--- src/rtl/loader_pkg.sv ---
// Shared types and constants for the instruction-memory loader.
// The header is a little-endian word count of HDR_BYTES bytes.
package loader_pkg;

   typedef enum logic [2:0] {
      IDLE,
      LEN_LO,
      LEN_HI,
      DATA,
      WRITE
   } loader_state_e;

   localparam int HDR_BYTES = 2;
   localparam int BYTE_W    = 8;

   // Lane index width; a single-lane word still gets a 1-bit index.
   function automatic int lane_bits(input int lanes);
      return (lanes > 1) ? $clog2(lanes) : 1;
   endfunction

endpackage

--- src/rtl/imem_loader_word_assembler.sv ---
// Byte-lane packer: drops each loaded byte into its lane of a word register.
// The word output already includes the byte being loaded this cycle.
module word_assembler
   import loader_pkg::*;
#(
   parameter int Width = 32,
   parameter int LaneW = 2
) (
   input  logic             clk,
   input  logic             reset,
   input  logic             clear,
   input  logic             load,
   input  logic [LaneW-1:0] lane,
   input  logic [7:0]       byte_in,
   output logic [Width-1:0] word
);

   localparam int LANES = Width / BYTE_W;

   logic [Width-1:0] word_reg;
   logic [Width-1:0] word_next;

   generate
      for (genvar gi = 0; gi < LANES; gi++) begin : g_lane
         assign word_next[gi*BYTE_W +: BYTE_W] =
            (load && (lane == LaneW'(gi))) ? byte_in : word_reg[gi*BYTE_W +: BYTE_W];
      end
   endgenerate

   always_ff @(posedge clk) begin
      if (reset || clear) begin
         word_reg <= '0;
      end else if (load) begin
         word_reg <= word_next;
      end
   end

   assign word = word_next;

endmodule

--- src/rtl/imem_loader.sv ---
// Streams a length-prefixed byte image into instruction memory, one word per
// write strobe, while holding the core in reset.
module imem_loader
   import loader_pkg::*;
#(
   parameter int Width     = 32,
   parameter int Depth     = 32,
   parameter int AddrWidth = 30
) (
   input  logic                 clk,
   input  logic                 reset,
   input  logic                 start,
   input  logic                 in_valid,
   input  logic [7:0]           in_data,
   output logic                 in_ready,
   output logic                 wr_en,
   output logic [AddrWidth-1:0] wr_addr,
   output logic [Width-1:0]     wr_data,
   output logic                 busy,
   output logic                 cpu_hold,
   output logic                 done,
   output logic                 err
);

   localparam int LANES  = Width / BYTE_W;
   localparam int LANE_W = lane_bits(LANES);
   localparam int IDX_W  = $clog2(Depth + 1);
   localparam int LEN_W  = HDR_BYTES * BYTE_W;

   if ((Width % BYTE_W) != 0 || Depth < 1 || Depth > 65535 ||
       (AddrWidth < 31 && Depth > (1 << AddrWidth))) begin : g_param_check
      $error("imem_loader: Width must be a multiple of 8 and Depth must fit the address space");
   end

   loader_state_e        state_reg, state_next;
   logic [LEN_W-1:0]     len_reg, len_next;
   logic [IDX_W-1:0]     idx_reg, idx_next;
   logic [LANE_W-1:0]    lane_reg, lane_next;
   logic                 in_ready_reg, in_ready_next;
   logic                 wr_en_reg, wr_en_next;
   logic [AddrWidth-1:0] wr_addr_reg, wr_addr_next;
   logic [Width-1:0]     wr_data_reg, wr_data_next;
   logic                 busy_reg, busy_next;
   logic                 done_reg, done_next;
   logic                 err_reg, err_next;

   logic             xfer;
   logic             asm_load;
   logic             asm_clear;
   logic [Width-1:0] asm_word;
   logic [LEN_W-1:0] hdr_len;

   assign xfer     = in_valid & in_ready_reg;
   assign asm_load = (state_reg == DATA) && xfer;
   assign hdr_len  = {in_data, len_reg[7:0]};

   word_assembler #(
      .Width (Width),
      .LaneW (LANE_W)
   ) u_word_assembler (
      .clk     (clk),
      .reset   (reset),
      .clear   (asm_clear),
      .load    (asm_load),
      .lane    (lane_reg),
      .byte_in (in_data),
      .word    (asm_word)
   );

   always_ff @(posedge clk) begin
      if (reset) begin
         state_reg    <= IDLE;
         len_reg      <= '0;
         idx_reg      <= '0;
         lane_reg     <= '0;
         in_ready_reg <= 1'b0;
         wr_en_reg    <= 1'b0;
         wr_addr_reg  <= '0;
         wr_data_reg  <= '0;
         busy_reg     <= 1'b0;
         done_reg     <= 1'b0;
         err_reg      <= 1'b0;
      end else begin
         state_reg    <= state_next;
         len_reg      <= len_next;
         idx_reg      <= idx_next;
         lane_reg     <= lane_next;
         in_ready_reg <= in_ready_next;
         wr_en_reg    <= wr_en_next;
         wr_addr_reg  <= wr_addr_next;
         wr_data_reg  <= wr_data_next;
         busy_reg     <= busy_next;
         done_reg     <= done_next;
         err_reg      <= err_next;
      end
   end

   // Registered outputs are derived from the next state so they line up with it.
   always_comb begin
      state_next   = state_reg;
      len_next     = len_reg;
      idx_next     = idx_reg;
      lane_next    = lane_reg;
      wr_en_next   = 1'b0;
      wr_addr_next = wr_addr_reg;
      wr_data_next = wr_data_reg;
      done_next    = done_reg;
      err_next     = err_reg;
      asm_clear    = 1'b0;

      case (state_reg)
         IDLE: begin
            if (start) begin
               state_next = LEN_LO;
               done_next  = 1'b0;
               err_next   = 1'b0;
               len_next   = '0;
               idx_next   = '0;
               lane_next  = '0;
            end
         end
         LEN_LO: begin
            if (xfer) begin
               len_next   = {len_reg[LEN_W-1:8], in_data};
               state_next = LEN_HI;
            end
         end
         LEN_HI: begin
            if (xfer) begin
               len_next = hdr_len;
               if (hdr_len > LEN_W'(Depth)) begin
                  state_next = IDLE;
                  err_next   = 1'b1;
               end else if (hdr_len == '0) begin
                  state_next = IDLE;
                  done_next  = 1'b1;
               end else begin
                  state_next = DATA;
                  idx_next   = '0;
                  lane_next  = '0;
                  asm_clear  = 1'b1;
               end
            end
         end
         DATA: begin
            if (xfer) begin
               if (lane_reg == LANE_W'(LANES - 1)) begin
                  state_next   = WRITE;
                  wr_en_next   = 1'b1;
                  wr_addr_next = AddrWidth'(idx_reg);
                  wr_data_next = asm_word;
                  lane_next    = '0;
               end else begin
                  lane_next = lane_reg + 1'b1;
               end
            end
         end
         WRITE: begin
            asm_clear = 1'b1;
            idx_next  = idx_reg + 1'b1;
            if ((LEN_W'(idx_reg) + LEN_W'(1)) == len_reg) begin
               state_next = IDLE;
               done_next  = 1'b1;
            end else begin
               state_next = DATA;
            end
         end
         default: state_next = IDLE;
      endcase

      busy_next     = (state_next != IDLE);
      in_ready_next = (state_next == LEN_LO) || (state_next == LEN_HI) || (state_next == DATA);
   end

   assign in_ready = in_ready_reg;
   assign wr_en    = wr_en_reg;
   assign wr_addr  = wr_addr_reg;
   assign wr_data  = wr_data_reg;
   assign busy     = busy_reg;
   assign cpu_hold = busy_reg;
   assign done     = done_reg;
   assign err      = err_reg;

endmodule
--- config.mk ---
export PLATFORM = sky130hd
export DESIGN_NAME = imem_loader
export DESIGN_NICKNAME = d
export VERILOG_FILES = /design/src/rtl/loader_pkg.sv /design/src/rtl/imem_loader_word_assembler.sv /design/src/rtl/imem_loader.sv
export SDC_FILE = /design/constraint.sdc
export NUM_CORES = 1
export LEC_CHECK = 0
export CAP_MARGIN = 20
export CORE_ASPECT_RATIO = 0.8
export CORE_UTILIZATION = 40
export DETAILED_ROUTE_END_ITERATION = 12
export GPL_ROUTABILITY_DRIVEN = 1
export PLACE_DENSITY_LB_ADDON = 0.25
export SETUP_SLACK_MARGIN = 0.3
export SLEW_MARGIN = 15
export SYNTH_ARGS = -nofsm -noshare
export SYNTH_HDL_FRONTEND = slang
export SYNTH_SLANG_ARGS = --single-unit
--- constraint.sdc ---
create_clock -name clk -period 2.8 [get_ports clk]
set_input_delay 0.56 -clock clk [delete_from_list [all_inputs] [get_ports clk]]
set_output_delay 0.56 -clock clk [all_outputs]
set_load 0.02 [all_outputs]
; Word level (Yosys, flattened, before mapping)
; Index checks and enable logic that the tools add are counted.
[op_classes]
div_mod_pow = 0
n_eq_ne = 20
n_reduce_logical = 24
magnitude_cmp = 1
shifts = 0
muxes = 43
n_bitwise = 5
add_sub_neg = 3
multipliers = 0
[ops]
columns = cell, count
row1 = $pmux W16 S3, 1
row2 = $mux W8, 5
row3 = $mux W16, 2
row4 = $mux W6, 4
row5 = $mux W2, 9
row6 = $ne A2 B2 Y1 const B, 9
row7 = $pmux W6 S3, 1
row8 = $eq A7 B16 Y1, 1
row9 = $gt A16 B6 Y1 const B, 1
row10 = $logic_not A16 Y1, 1
row11 = $mux W3, 5
row12 = $pmux W3 S5, 1
row13 = $eq A3 B2 Y1 const B, 4
row14 = $reduce_and A4 Y1, 3
row15 = $reduce_and A6 Y1, 2
row16 = $mux W1, 11
row17 = $reduce_bool A3 Y1, 3
row18 = $add A6 B1 Y7 const B, 1
row19 = $add A6 B1 Y6 const B, 1
row20 = $eq A3 B1 Y1 const B, 2
row21 = $pmux W2 S3, 1
row22 = $logic_and A1 B1 Y1, 5
row23 = $reduce_and A5 Y1, 1
row24 = $eq A2 B2 Y1 const B, 2
row25 = 13 further kinds, 20
[totals]
ramBits = 0
regBits = 102
wordCells = 109
latch_bits = 0
in_bits = 12
output_inout_bits = 68
romBits = 0
mem_count = 0

; Logic depth before layout (Yosys ltp)
[logic_depth]
depth_word = 8
ltp_mapped = 8
ltp_nobuf = 7

; By module
; Synthesis repeated with hierarchy kept, for this count alone.
[unflattened]
hier_cells = 580
area_unflattened_um2 = 5054.8
[modules_own_cells]
columns = mod, cells_per_inst, n_inst, seq_area_each_um2, area_each_um2
row1 = imem_loader, 423, 1, 1401.3, 3204.3
row2 = word_assembler, 157, 1, 640.6, 1850.5

; Least setup slack after synthesis
; Ideal clock, no wire load.
[synth_timing]
path_type = input port to flip-flop
start = input port in_data[4]
end = register idx_reg[2]
cell_stages = 6
arrival_ps = 2011
slack_ps = 655
required_time_ps = 2666
setup_time_ps = 134
n_path_buf = 0
cell_sequence = or4_4 nor4_4 and3b_4 nand3_1 a21oi_2 a211oi_1
[synth_via]
elab_chain_len = 3
word_cells_on_any_way = 5
cone_classes = order compare: 1 / eq/ne: 2 / reduce/logical: 2
[synth_lines]
columns = element, line_no
row1 = from (decl), imem_loader.sv:14  ; input logic [7:0] in_data,
row2 = $gt A16 B6 Y1 or $logic_not A16 Y1 (tied branches), "imem_loader.sv:131, imem_loader.sv:134"
row3 = $ne A2 B2 Y1 (no source line), -
row4 = $reduce_and A5 Y1 (no source line) (*), -
row5 = to (signal assigned), imem_loader.sv:86  ; idx_reg <= idx_next;
row6 = to (decl), imem_loader.sv:37  ; logic [IDX_W-1:0] idx_reg, idx_next;
; Mark *: on every way between the ends. The rest lies on a longest branch, timed or not.
; A chain may end at the register's enable or synchronous reset.

; Worst setup path after layout
[layout_timing]
start = input port in_data[4]
end = register done_reg, in the netlist done
[layout_via]
elab_chain_len = 3
word_cells_on_any_way = 5
cone_classes = order compare: 1 / eq/ne: 2 / reduce/logical: 2
[layout_lines]
columns = element, line_no
row1 = $gt A16 B6 Y1 or $logic_not A16 Y1 (tied branches), "imem_loader.sv:131, imem_loader.sv:134"
row2 = $ne A2 B2 Y1 (no source line), -
row3 = $reduce_and A6 Y1 (no source line) (*), -
row4 = to (signal assigned), imem_loader.sv:93  ; done_reg <= done_next;
row5 = to (decl), imem_loader.sv:44  ; logic done_reg, done_next;
; Marks and branches as above.

==> flow_metrics.env <==
export IMPL_synth_ff_type="dfxtp_1"
export IMPL_initial_core_util=0.418
export IMPL_design_area_mm2=0.00509
export IMPL_netlist_area_mm2=0.00409
export IMPL_max_slew_margin=0.549
export IMPL_wl_um=9600
export IMPL_grt_overflow=0
export IMPL_async_flop_share=0
export IMPL_maxClockFrequency_mhz=404
export IMPL_fin_cells=649
export IMPL_drtAntennaViolNets=0
export IMPL_pwr_share_seq=0.457
export IMPL_drtIter0Drc=280
export IMPL_status="completed"
export IMPL_grt_max_degree=63
export IMPL_routed_via_density=5.11
export IMPL_end_kind="register"
export IMPL_largest_reg_flops=32
export IMPL_grtUsageMet3=0.0445
export IMPL_p_total_w=0.00298
export IMPL_grt_pass1_vias=2915
export IMPL_synth_seq_cells=94
export IMPL_max_vdd_ir_drop_uv=316
export IMPL_period_share=0.885
export IMPL_synthTopCellsByArea="dfxtp_1, mux2i_1, nor2_1, a211oi_1, buf_4"
export IMPL_area_growth_pct=24.7
export IMPL_cts_hold_buf=0
export IMPL_routedWlPerCell_um=14.8
export IMPL_hold_viol=0
export IMPL_core_area_mm2=0.00977
export IMPL_internal_power_w=0.00230
export IMPL_clkPwrFrac=0.472
export IMPL_gp_congestion=0.865
export IMPL_row_count=32
export IMPL_dp_hpwl_um=6700
export IMPL_cts_htree_levels=3
export IMPL_synth_most_common_cell="dfxtp_1"
export IMPL_dieArea_mm2=0.0106
export IMPL_synth_commonest_cells="dfxtp_1, nor2_1, nand2_1"
export IMPL_port_buffers=55
export IMPL_fp_dieH_um=92.4
export IMPL_p_switching_w=0.000681
export IMPL_syn_inst=453
export IMPL_ff2ff_setup_slack_ps=460
export IMPL_tritoncts="built"
export IMPL_synth_area_leader_cell="dfxtp_1"
export IMPL_swShare=0.228
export IMPL_grt_first_pass_wirelength_um=15300
export IMPL_ios=80
export IMPL_hp_class="reg -> reg"
export IMPL_dieWidth_um=115
export IMPL_pre_cts_slack_ps=-105
export IMPL_post_dp_cell_area_mm2=0.00473
export IMPL_cts_sinks=94
export IMPL_slowest_delay_ps=550
export IMPL_yosys_warnings=0
export IMPL_start_kind="input pin"
export IMPL_grt_busiest_layer="met2"
export IMPL_crit_chain="clkdlybuf4s50_1 > or4_4 > nor4_4 > buf_4 > a21oi_1 > a2111oi_0 > a22o_1"
export IMPL_numCtsBuffers=9
export IMPL_slew_viol_final=0
export IMPL_setup_viol=0
export IMPL_crit_path_top_delay_cell="or4_4"
export IMPL_fin_crit_ps=2480
export IMPL_clk_latency_ps=340
export IMPL_combinationalPowerShare=0.071
export IMPL_grt_total_usage=0.187
export IMPL_dr_total_vias=3316
export IMPL_cts_root_buf="clkbuf_16"
export IMPL_drtPass1Iterations=5
export IMPL_worstMarginPinSlew_ps=675
export IMPL_grt_antenna_before_repair=0
export IMPL_skew_ps=9.62
export IMPL_cellPowerDensity_mw_per_mm2=586
export IMPL_crit_type="in -> reg"
export IMPL_syn_area_per_cell_um2=9.02
export IMPL_crit_fanout=3
export IMPL_fin_ws_ps=322
export IMPL_clk_pin_slew_worst_paths_ps=70
export IMPL_crit_required_ps=3090
export IMPL_synth_edf_count=0
export IMPL_n_fill_cell=958
export IMPL_grt_util_met1=0.268
export IMPL_n_antenna_cell=0
export IMPL_layout_drive_gt1_share=0.105
export IMPL_clockBufferDepth=2
export IMPL_drv_cap=0
export IMPL_synth_cell_types=53
export IMPL_drc=0
export IMPL_use_met2=0.279
export IMPL_yosysSeqAreaShare=0.461
export IMPL_worstPathArrival_ps=2770
export IMPL_place_inst=632
export IMPL_total_leakage_power_nw=1.99
export IMPL_yosysTopAreaCellShare=0.461
export IMPL_rsz0062_at_grt="true"
export IMPL_nets=525
kinds of logic (layout without fill, tap and decap cells):
group                      Yosys count  count (layout)  synth area share
xor gates and xnor gates             6               6            0.0129
AOI/OAI and AO/OA                   97              97             0.158
buffers and inverters               58              95            0.0845
other                                1              24          0.000918
and+or+nand+nor                    162             162             0.194
DFF                                 94              94             0.461
adders and majority gates            5               5            0.0153
muxes                               30              30            0.0738
per-layer routing:
| layer | part of all wire | up-vias |
|---|---|---|
| met5 | 0 | - |
| met4 | 0.016 | 0 |
| met1 | 0.50 | 1542 |
| met3 | 0.056 | 17 |
| met2 | 0.43 | 124 |
| li1 | - | 1633 |
worst max-delay path, delay by kind of cell:
family	cells	cell delay, ps
AND/OR/NAND/NOR	2	910
buffers and inverters	2	630
AO/OA/AOI/OAI	3	650
layout by cell type, fill, tap and decap left out, types with 3 or more instances in the layout:
cell type,count
a21oi_1,35
bufinv_16,3
nor2b_1,3
conb_1,24
buf_4,18
and3_1,3
nand2b_1,6
mux2i_1,29
clkbuf_16,9
nor2_4,4
ha_1,5
clkdlybuf4s50_1,52
inv_1,4
a211oi_1,28
xor2_1,3
o21a_1,4
a22oi_1,8
a31oi_1,4
nor3_1,5
nor2_1,59
xnor2_1,3
dfxtp_1,94
nand3_1,9
nand2_1,50
o21ai_0,3
area by class of cell:
type	count	area, um2	share of cell area
multi-input cells	324	1960	0.384
clock inverters	6	116	0.0228
repair buffers	75	726	0.142
clock buffers	10	229	0.0450
well taps	136	170	0.0334
inverters	4	15.0	0.00295
flip-flops and latches	94	1880	0.369
power by group through the flow:
stage	clock (W)	combinational [W]	sequential, W
floorplan	0	0.000155	0.00139
global placement	0	0.000206	0.00139
detailed placement	0	0.000208	0.00139
CTS	0.00144	0.000210	0.00136
global route	0.00148	0.000228	0.00136
finish	0.00141	0.000213	0.00136
path summary, 6_finish.rpt:
kind                                 from                       to  cells past startpoint
setup / recovery               in_data[4]        done$_SDFFE_PP0P_                      7
hold / removal    wr_addr[3]$_SDFFE_PP0P_  wr_addr[3]$_SDFFE_PP0P_                      2
setup reg to reg  idx_reg[0]$_SDFFE_PP0P_      in_ready$_SDFF_PP0_                      7
hold reg to reg   wr_addr[3]$_SDFFE_PP0P_  wr_addr[3]$_SDFFE_PP0P_                      2
timing repair:
item | 4_1_cts | 5_1_grt
buffers inserted | 0 | 1
pin swaps | 1 | 2
setup endpoints to repair | 6 | 20
gates resized for setup | 1 | 3
metrics by stage:
step / utilization / hold slack (ps) / TNS, ps
2_1_floorplan: - / 441 / 0
3_3_place_gp: 0.484 / 443 / -326
3_5_place_dp: 0.484 / 447 / -570
4_1_cts: 0.520 / 459 / 0
5_1_grt: 0.521 / 474 / 0
6_report: 0.521 / 455 / 0
Power figures use the tool's default switching activity.
